### src/rtl/nr_div_pkg.sv
// rtl/nr_div_pkg.sv - shared FSM state encoding and constants for the non-restoring divider.
package nr_div_pkg;

  typedef enum logic [1:0] {
    IDLE = 2'd0,
    RUN  = 2'd1,
    FIX  = 2'd2,
    DONE = 2'd3
  } state_t;

  // Widest operand the divide-by-zero constant can describe.
  localparam int MAX_W = 64;

  function automatic logic [MAX_W-1:0] dbz_quotient(input int w);
    logic [MAX_W-1:0] r;
    r = '0;
    for (int i = 0; i < MAX_W; i++) begin
      if (i < w) r[i] = 1'b1;
    end
    return r;
  endfunction

endpackage

### src/rtl/nr_div_step.sv
// rtl/nr_div_step.sv - one combinational non-restoring iteration: shift {A,Q}, add/sub M, new quotient bit.
module nr_div_step #(
  parameter int WIDTH = 16
) (
  input  logic [WIDTH:0]   i_a,
  input  logic [WIDTH-1:0] i_q,
  input  logic [WIDTH-1:0] i_m,
  output logic [WIDTH:0]   o_a,
  output logic [WIDTH-1:0] o_q
);

  logic [WIDTH:0] w_a_sh;
  logic [WIDTH:0] w_m_ext;

  assign w_a_sh  = {i_a[WIDTH-1:0], i_q[WIDTH-1]};
  assign w_m_ext = {1'b0, i_m};

  // The add/subtract choice follows the sign of A before the shift.
  assign o_a = i_a[WIDTH] ? (w_a_sh + w_m_ext) : (w_a_sh - w_m_ext);
  assign o_q = {i_q[WIDTH-2:0], ~o_a[WIDTH]};

endmodule

### src/rtl/nr_divider_pipe_ctl.sv
// rtl/nr_divider_pipe_ctl.sv - handshaked iterative non-restoring divider, one quotient bit per cycle.
// Optional signed operation is enabled by defining NR_DIVIDER_SIGNED_EN.
module nr_divider_pipe_ctl
  import nr_div_pkg::*;
#(
  parameter int WIDTH = 16,
  parameter int CNT_W = $clog2(WIDTH + 1)
) (
  input  logic             clk,
  input  logic             rst,
  input  logic             in_valid,
  output logic             in_ready,
  input  logic [WIDTH-1:0] dividend,
  input  logic [WIDTH-1:0] divisor,
`ifdef NR_DIVIDER_SIGNED_EN
  input  logic             signed_op,
`endif
  output logic             out_valid,
  input  logic             out_ready,
  output logic [WIDTH-1:0] quotient,
  output logic [WIDTH-1:0] remainder,
  output logic             div_by_zero,
  output logic             busy
);

  state_t           r_state;
  state_t           w_next;
  logic [WIDTH:0]   r_a;
  logic [WIDTH-1:0] r_q;
  logic [WIDTH-1:0] r_m;
  logic [CNT_W-1:0] r_count;
  logic             r_out_valid;
  logic [WIDTH-1:0] r_quotient;
  logic [WIDTH-1:0] r_remainder;
  logic             r_dbz;

  logic [WIDTH:0]   w_step_a;
  logic [WIDTH-1:0] w_step_q;
  logic [WIDTH-1:0] w_dvd_mag;
  logic [WIDTH-1:0] w_dvs_mag;
  logic [WIDTH-1:0] w_rem_mag;
  logic [WIDTH-1:0] w_quo_fin;
  logic [WIDTH-1:0] w_rem_fin;
  logic [WIDTH-1:0] w_dbz_q;
  logic             w_accept;
  logic             w_div_zero;

  assign w_accept   = in_valid && (r_state == IDLE);
  assign w_div_zero = (divisor == '0);
  assign w_dbz_q    = WIDTH'(dbz_quotient(WIDTH));
  assign w_rem_mag  = r_a[WIDTH] ? (r_a[WIDTH-1:0] + r_m) : r_a[WIDTH-1:0];

`ifdef NR_DIVIDER_SIGNED_EN
  logic r_q_neg;
  logic r_r_neg;
  logic w_dvd_neg;
  logic w_dvs_neg;

  assign w_dvd_neg = signed_op && dividend[WIDTH-1];
  assign w_dvs_neg = signed_op && divisor[WIDTH-1];
  assign w_dvd_mag = w_dvd_neg ? (~dividend + 1'b1) : dividend;
  assign w_dvs_mag = w_dvs_neg ? (~divisor + 1'b1) : divisor;
  // Truncating division: quotient sign from the operand signs, remainder follows the dividend.
  assign w_quo_fin = r_q_neg ? (~r_q + 1'b1) : r_q;
  assign w_rem_fin = r_r_neg ? (~w_rem_mag + 1'b1) : w_rem_mag;

  always_ff @(posedge clk) begin
    if (!rst) begin
      r_q_neg <= 1'b0;
      r_r_neg <= 1'b0;
    end else if (w_accept) begin
      r_q_neg <= w_dvd_neg ^ w_dvs_neg;
      r_r_neg <= w_dvd_neg;
    end
  end
`else
  assign w_dvd_mag = dividend;
  assign w_dvs_mag = divisor;
  assign w_quo_fin = r_q;
  assign w_rem_fin = w_rem_mag;
`endif

  nr_div_step #(
    .WIDTH(WIDTH)
  ) u_step (
    .i_a(r_a),
    .i_q(r_q),
    .i_m(r_m),
    .o_a(w_step_a),
    .o_q(w_step_q)
  );

  always_ff @(posedge clk) begin
    if (!rst) r_state <= IDLE;
    else      r_state <= w_next;
  end

  always_comb begin
    w_next = r_state;
    case (r_state)
      IDLE: if (in_valid) w_next = w_div_zero ? DONE : RUN;
      RUN:  if (r_count == CNT_W'(1)) w_next = FIX;
      FIX:  w_next = DONE;
      DONE: if (out_ready) w_next = IDLE;
      default: w_next = IDLE;
    endcase
  end

  always_ff @(posedge clk) begin
    if (!rst) begin
      r_a         <= '0;
      r_q         <= '0;
      r_m         <= '0;
      r_count     <= '0;
      r_out_valid <= 1'b0;
      r_quotient  <= '0;
      r_remainder <= '0;
      r_dbz       <= 1'b0;
    end else begin
      case (r_state)
        IDLE: begin
          if (in_valid) begin
            r_m     <= w_dvs_mag;
            r_q     <= w_dvd_mag;
            r_a     <= '0;
            r_count <= CNT_W'(WIDTH);
            if (w_div_zero) begin
              r_out_valid <= 1'b1;
              r_quotient  <= w_dbz_q;
              r_remainder <= dividend;
              r_dbz       <= 1'b1;
            end
          end
        end
        RUN: begin
          r_a     <= w_step_a;
          r_q     <= w_step_q;
          r_count <= r_count - CNT_W'(1);
        end
        FIX: begin
          r_a         <= r_a[WIDTH] ? (r_a + {1'b0, r_m}) : r_a;
          r_out_valid <= 1'b1;
          r_quotient  <= w_quo_fin;
          r_remainder <= w_rem_fin;
        end
        DONE: begin
          if (out_ready) begin
            r_out_valid <= 1'b0;
            r_quotient  <= '0;
            r_remainder <= '0;
            r_dbz       <= 1'b0;
          end
        end
        default: ;
      endcase
    end
  end

  assign in_ready    = (r_state == IDLE);
  assign busy        = (r_state != IDLE);
  assign out_valid   = r_out_valid;
  assign quotient    = r_quotient;
  assign remainder   = r_remainder;
  assign div_by_zero = r_dbz;

endmodule

### config.mk
export PLATFORM = sky130hd
export DESIGN_NAME = nr_divider_pipe_ctl
export DESIGN_NICKNAME = d
export VERILOG_FILES = /design/src/rtl/nr_div_pkg.sv /design/src/rtl/nr_div_step.sv /design/src/rtl/nr_divider_pipe_ctl.sv
export SDC_FILE = /design/constraint.sdc
export NUM_CORES = 1
export LEC_CHECK = 0
export ABC_AREA = 1
export ABC_CLOCK_PERIOD_IN_PS = 2700
export BUFFER_PORTS_ARGS = -buffer_cell sky130_fd_sc_hd__buf_2
export CAP_MARGIN = 20
export CELL_PAD_IN_SITES_DETAIL_PLACEMENT = 0
export CELL_PAD_IN_SITES_GLOBAL_PLACEMENT = 1
export CORE_AREA = 3 3 109 215
export DETAILED_ROUTE_END_ITERATION = 12
export DIE_AREA = 0 0 112 218
export GPL_ROUTABILITY_DRIVEN = 0
export PLACE_DENSITY_LB_ADDON = 0.15
export SETUP_SLACK_MARGIN = 0.2
export SLEW_MARGIN = 20
export SYNTH_ARGS = -nofsm -noshare
export SYNTH_HDL_FRONTEND = slang
export SYNTH_HIERARCHICAL = 1
export SYNTH_SLANG_ARGS = --single-unit
### constraint.sdc
create_clock -name clk -period 2.7 [get_ports clk]
set_clock_uncertainty 0.15 [all_clocks]
set_input_delay 0.27 -clock clk [delete_from_list [all_inputs] [get_ports clk]]
set_output_delay 0.27 -clock clk [all_outputs]
set_load 0.02 [all_outputs]
==> results of run 1 <==
[sequential cells by signal, indices dropped and copies added, names as in the netlist, 2 cells and up]
register	flops
r_m	16
remainder	16
quotient	16
r_q	16
r_state	2
r_a	17
r_count	5
[logic make-up (layout without fill, tap and decap cells)]
family	Yosys count	in the layout	share of synthesized area (%)
adders and majority gates	41	41	8.11
xor gates and xnor gates	18	18	2.42
and+or+nand+nor	521	521	33.4
DFF	90	90	27.7
buffers and inverters	173	270	11.6
AOI/OAI and AO/OA	207	207	16.8
[through the flow]
stage	setup TNS [ns]	setup slack (ns)	power, W
floorplan	0	0.202	0.00619
global placement	-0.778	-0.186	0.00800
detailed placement	-0.810	-0.189	0.00798
CTS	0	0.0703	0.00985
global route	-0.508	-0.161	0.0111
finish	0	0.0431	0.0102
[how the worst min path moves through the flow]
stage / start / endpoint / slack (ns)
floorplan: dividend[2] / r_q[2] / 0.28
global placement: remainder[6] / remainder[6] / 0.31
detailed placement: remainder[6] / remainder[6] / 0.31
CTS: divisor[6] / r_m[6] / 0.01
global route: dividend[11] / r_q[11] / 0.03
finish: divisor[6] / r_m[6] / 0.02
[per-layer routing]
metal	global-route usage, %	vias to the layer above
met5	0	-
met4	14.1	0
met3	2.61	57
met2	39.7	128
met1	18.9	3091
li1	-	3531
[layout make-up]
type / instances / area share (%)
repair buffers: 133 / 10.4
flip-flops and latches: 90 / 22.3
multi-input cells: 787 / 53.0
clock buffers: 9 / 2.76
inverters: 121 / 5.73
well taps: 276 / 4.24
clock inverters: 7 / 1.54
[power by group through the flow]
stage	clock network, W	registers (W)	logic (W)
6_report	0.00153	0.00221	0.00646
5_1_grt	0.00161	0.00227	0.00722
4_1_cts	0.00157	0.00221	0.00607
3_5_place_dp	0	0.00222	0.00576
3_3_place_gp	0	0.00222	0.00579
2_1_floorplan	0	0.00241	0.00378
[placed cells by master (no fill, tap or decap), types with 4 or more instances in the layout]
cell type / count
a21oi_1: 80
a21oi_2: 12
a31oi_1: 19
buf_2: 71
buf_4: 59
clkbuf_16: 9
dfxtp_1: 81
dfxtp_2: 8
ha_1: 33
ha_4: 6
inv_1: 100
inv_2: 16
nand2_1: 314
nand2_2: 35
nand2_4: 4
nand3_1: 36
nand3_2: 9
nand4_1: 8
nor2_1: 76
nor2_2: 5
nor2_4: 6
nor3_1: 6
o21ai_0: 49
o21ai_1: 35
o21ai_2: 4
or2_2: 10
xor2_1: 13
[critical path, cell delays in order (launching register included)]
cell,delay [ns]
dfxtp_2,0.34
inv_4,0.08
ha_4,0.16
nand2_4,0.06
nor2_4,0.13
buf_4,0.14
nor2_2,0.04
xor2_1,0.14
ha_1,0.35
nand2_1,0.08
inv_2,0.08
nand2_2,0.07
nor3_2,0.14
nand2_1,0.10
nand2_1,0.07
nand2_1,0.04
nand2_1,0.07
nand2_1,0.08
nand2_2,0.09
nand2_2,0.05
a21oi_2,0.15
[repair_timing]
action	CTS	global route
buffers inserted	7	7
setup endpoints to repair	14	19
gates resized for setup	38	76
pin swaps	21	36
hold buffers	0	0
==> metrics, run 1 <==
Post-synth ARST share=0%; relative slew slack=between 50 and 60%; cell count of the worst reg-to-reg path=20; main flop type after synthesis=dfxtp_1; period utilization=a little over nine tenths; status=completed; top area cells in the synthesized netlist=dfxtp_1 28%, nand2_1 20%, ha_1 7.5%, a21oi_1 7.0%, inv_1 6.5%; Gate power share=63.3%; drt wl/cell=17.1 um; Register Area=1820 um^2; Residual DRC=0; Worst Hold Path Cells=3; worst setup path start=r_m[1]; library cells used by synthesis=41; largest net degree at the start of global routing=40; CTS clk-pin slew, worst paths=0.08 ns; number of fill cells in the layout=2467; slew of the pin with the lowest slew margin=0.740 ns; Synth-to-Final Area Change=25.1%; initial drt markers=275; cts bufs inserted=9; Cells after Synth=1050; Peak supply drop=0.713 mV; clock power share=15.0%; H-Tree Level Count=3; r2r setup slk=around 0.043 ns; cell with the most instances after synthesis=nand2_1; DR pass1 iterations=5; Cell Count Post-Placement=between 1k and 1.5k; Critical Path AT=2.81 ns; clock buffer depth=2; register area share after synthesis=27.7%; WHS=0.0228 ns; Final nets=around 1.2k; Pint=0.00511 W; DPL Wire Length=19300 um; reg2reg end=r_a[13]; endpoints failing hold=0; maximum fanout along the worst path=4; CP Capture Point=r_a[13]; Hold WC Path Type=primary input to register; area of the multi-input gates=about 4300 um^2; vias in the first global route=6970; switching power=0.00510 W; GRT Total Usage=20.3%; Die Height=218 um; die width=around 110 um; initial antenna violation count=0; CP endpoint kind=register; max layer used=met4; layout cells sized above 1=24.5%; CTS Root Cell=clkbuf_16; clock net sink count=90; Synth Cell Area=6510 um^2; TritonCTS clock tree=yes; Clock Latency Late Sink=0.37 ns; Post-synth top cells=343 x nand2_1, 113 x inv_1, 91 x a21oi_1; Std-Cell Rows=between 70 and 80; Seq pwr share=21.7%; GRT overflow=0; Reg-to-Reg Start=r_m[1]; first-pass GRT wire length=roughly 38000 um; total routed wirelength=24300 um; routed vias/inst=~4.8; post-route cell area=8150 um^2; WL met2=13500 um; worst path required time=2.85 ns; crit path time final=2.66 ns; share of the synthesized area in the top cell type=between 20% and 30%; FMAX=376 MHz; syn avg cell area=6.20 um^2; Final Core Density=about 37%; post-synthesis register bit count=90; Post-synth EDFFs=0; number of warnings issued by yosys=6; Antenna Nets Post-Route=0; Worst setup SP type=register; RSZ-0062 raised after global routing=true; cell taking the most area after synthesis=dfxtp_1; Worst Setup Path Type=register to register; Leak=4.11 nW; count of final setup violators=0; metal3 WL=561 um; Mapped Nets=approximately 1.1k; WL met1=8410 um; core area=22100 um^2; die area=24400 um^2; I/O pins=72; Cell Pwr Density=roughly 1300 nW/um^2; Sw Share=50.0%; via total after detailed routing=6807; Max-Cap Viols=0; number of diodes=0; Placed Area=7300 um^2; Slew Limit Fails=0; final std cells w/o fill=1423; # port buffers=between 70 and 80; Initial Util=around 30%
Power figures use the tool's default switching activity.
==> inputs of run 2 (changes only) <==
--- a/config.mk
+++ b/config.mk
@@ -11,9 +11,9 @@
 export CAP_MARGIN = 20
 export CELL_PAD_IN_SITES_DETAIL_PLACEMENT = 0
 export CELL_PAD_IN_SITES_GLOBAL_PLACEMENT = 1
-export CORE_AREA = 3 3 109 215
+export CORE_AREA = 3 3 152 154
 export DETAILED_ROUTE_END_ITERATION = 12
-export DIE_AREA = 0 0 112 218
+export DIE_AREA = 0 0 155 157
 export GPL_ROUTABILITY_DRIVEN = 0
 export PLACE_DENSITY_LB_ADDON = 0.15
 export SETUP_SLACK_MARGIN = 0.2
==> run 2 against run 1 <==
  * Largest cell class unchanged
  * Worst setup slack better by 0.0049 ns
  * Power decreased by 4.2%
  * Final cell count down 0.21%
  * Highest routed layer unchanged
==> metrics, run 2 (same netlist as run 1, synthesis figures left out) <==
Peak supply drop=0.662 mV (was 0.713 mV); number of fill cells in the layout=2464 (was 2467); pre-CTS WS=-0.00984 ns (was -0.189 ns); DPL Wire Length=16500 um (was 19300 um); Clock Latency Late Sink=0.36 ns (was 0.37 ns); Placed Area=7230 um^2 (was 7300 um^2); via total after detailed routing=6622 (was 6807); most frequent cells in the layout=318 x nand2_1, 105 x inv_1, 80 x dfxtp_1 (was 314 x nand2_1, 100 x inv_1, 81 x dfxtp_1); Reg with most FFs=r_a (unchanged); count of final setup violators=0 (unchanged); layout cells sized above 1=23.0% (was 24.5%); CTS Root Cell=clkbuf_16 (unchanged); initial drt markers=374 (was 275); post-route cell area=8020 um^2 (was 8150 um^2); Register Area=1820 um^2 (about the same); Std-Cell Rows=54 (was 77); DR pass1 iterations=5 (unchanged); WHS=0.0318 ns (was 0.0228 ns); worst setup path start=r_m[0] (was r_m[1]); Hold Crit Start=divisor[6] (unchanged); Max-Cap Viols=0 (unchanged); die width=155 um (was 112 um); TritonCTS clock tree=yes (unchanged); relative slew slack=52.8% (was 50.6%); Critical path buffers and inverters=4 (was 3); CTS clk-pin slew, worst paths=0.08 ns (about the same); number of diodes=0 (unchanged); GRT overflow=0 (unchanged); H-Tree Level Count=3 (unchanged); Residual DRC=0 (unchanged); clock buffer depth=2 (unchanged); endpoints failing hold=0 (unchanged); Final nets=1212 (was 1219); GRT Total Usage=17.2% (was 20.3%); Leak=4.04 nW (was 4.11 nW); Synth-to-Final Area Change=23.1% (was 25.1%); status=completed (unchanged); Hold WC Path Type=primary input to register (unchanged); period utilization=98.2% (was 98.4%); total routed wirelength=21200 um (was 24300 um); initial antenna violation count=0 (unchanged); Antenna Nets Post-Route=0 (unchanged); first-pass GRT wire length=33400 um (was 37900 um); clock net sink count=90 (unchanged); max FFs per register=17 (unchanged); delay-heaviest family, CP=simple AND/OR/NAND/NOR gates (unchanged); Slew Limit Fails=0 (unchanged); CP endpoint kind=register (unchanged); cts bufs inserted=9 (unchanged); crit path time final=2.65 ns (was 2.66 ns); Cell Pwr Density=1220 nW/um^2 (was 1250 nW/um^2); CP Cell Sequence=inv_2 > buf_4 > nand3_4 > nor2_4 > nand2_2 > nand2_4 > xor2_2 > ha_1 > buf_4 > nand2_1 > inv_1 > nand2_1 > nand2_1 > a21oi_2 > nand3_1 > nand2_1 > nand2_1 > nand2_1 > nand2_1 > a21oi_2 (was inv_4 > ha_4 > nand2_4 > nor2_4 > buf_4 > nor2_2 > xor2_1 > ha_1 > nand2_1 > inv_2 > nand2_2 > nor3_2 > nand2_1 > nand2_1 > nand2_1 > nand2_1 > nand2_1 > nand2_2 > nand2_2 > a21oi_2); die area=24300 um^2 (was 24400 um^2); Die Height=157 um (was 218 um); Critical Path AT=2.80 ns (was 2.81 ns); vias in the first global route=6164 (was 6970); RSZ-0062 raised after global routing=true (unchanged); I/O pins=72 (unchanged); Final Core Density=36.7% (was 36.9%); FMAX=377 MHz (was 376 MHz); Worst Setup Path Type=register to register (unchanged); # port buffers=71 (unchanged); Largest stage delay, worst path=0.34 ns (was 0.35 ns); CP max-delay cell=ha_1 (unchanged); core area=21800 um^2 (was 22100 um^2); cell seen most often among critical-path stages=nand2_1 (unchanged); Worst setup SP type=register (unchanged); maximum fanout along the worst path=7 (was 4); commonest non-fill, non-tap cell in the layout=nand2_1 (unchanged); Reg-to-Reg Start=r_m[0] (was r_m[1]); largest net degree at the start of global routing=36 (was 40); Initial Util=29.8% (was 29.5%); drt wl/cell=14.9 um (was 17.1 um); slew of the pin with the lowest slew margin=0.707 ns (was 0.740 ns); worst path required time=2.85 ns (about the same); final worst slack=0.0480 ns (was 0.0431 ns); area of the multi-input gates=4280 um^2 (was 4320 um^2); routed vias/inst=4.66 (was 4.78)
-- run 2: per-layer routing --
layer | global-route usage [%] | up-vias | wire [um]
met1 | 24.9 | 2982 | 10800
met4 | 3.41 | 0 | 152
met2 | 27.6 | 94 | 9440
li1 | - | 3536 | -
met3 | 2.28 | 10 | 753
met5 | 0 | - | 0
-- run 2: final cells by class --
type	count	area share (%)
multi-input combinational	787	53.4
inverter	121	5.70
sequential	90	22.8
tap	280	4.37
clock buffer	9	2.81
clock inverter	7	0.905
timing repair buffer	126	10.0
-- run 2: timing repair --
item	CTS	global route
hold buffers	0	0
endpoints found under the setup margin	10	18
setup buffers	6	11
pin swaps	28	44
gates resized for setup	49	55
-- run 2: worst register-to-register path: cells and delay by family, from the launching register on --
family / cells / cell delay (ns)
adder cells (fa/ha/maj): 1 / 0.34
AO/OA/AOI/OAI: 2 / 0.29
XOR/XNOR: 1 / 0.19
flip-flops: 1 / 0.33
buffers and inverters: 4 / 0.40
AND/OR/NAND/NOR: 12 / 0.90
-- run 2: report_power, final --
group          total, W  leakage [nW]  internal (W)  switching, W
Clock           0.00127         0.143      0.000652      0.000617
Combinational   0.00631          3.15       0.00237       0.00394
Sequential      0.00220         0.745       0.00182      0.000381
Total           0.00978          4.04       0.00484       0.00493
-- run 2: worst paths after layout --
| kind | to | slack (ns) | cells after the start |
|---|---|---|---|
| min reg2reg | div_by_zero | 0.33 | 2 |
| min | r_m[6] | 0.03 | 3 |
| max reg2reg | r_a[15] | 0.05 | 20 |
| max | r_a[15] | 0.05 | 20 |
-- run 2: stage by stage --
step	power [W]	std cells	setup TNS, ns
global route	0.0107	1420	-0.717
floorplan	0.00619	1050	0
CTS	0.00947	1409	0
detailed placement	0.00778	1387	-0.0148
finish	0.00978	1420	0
global placement	0.00779	1387	0
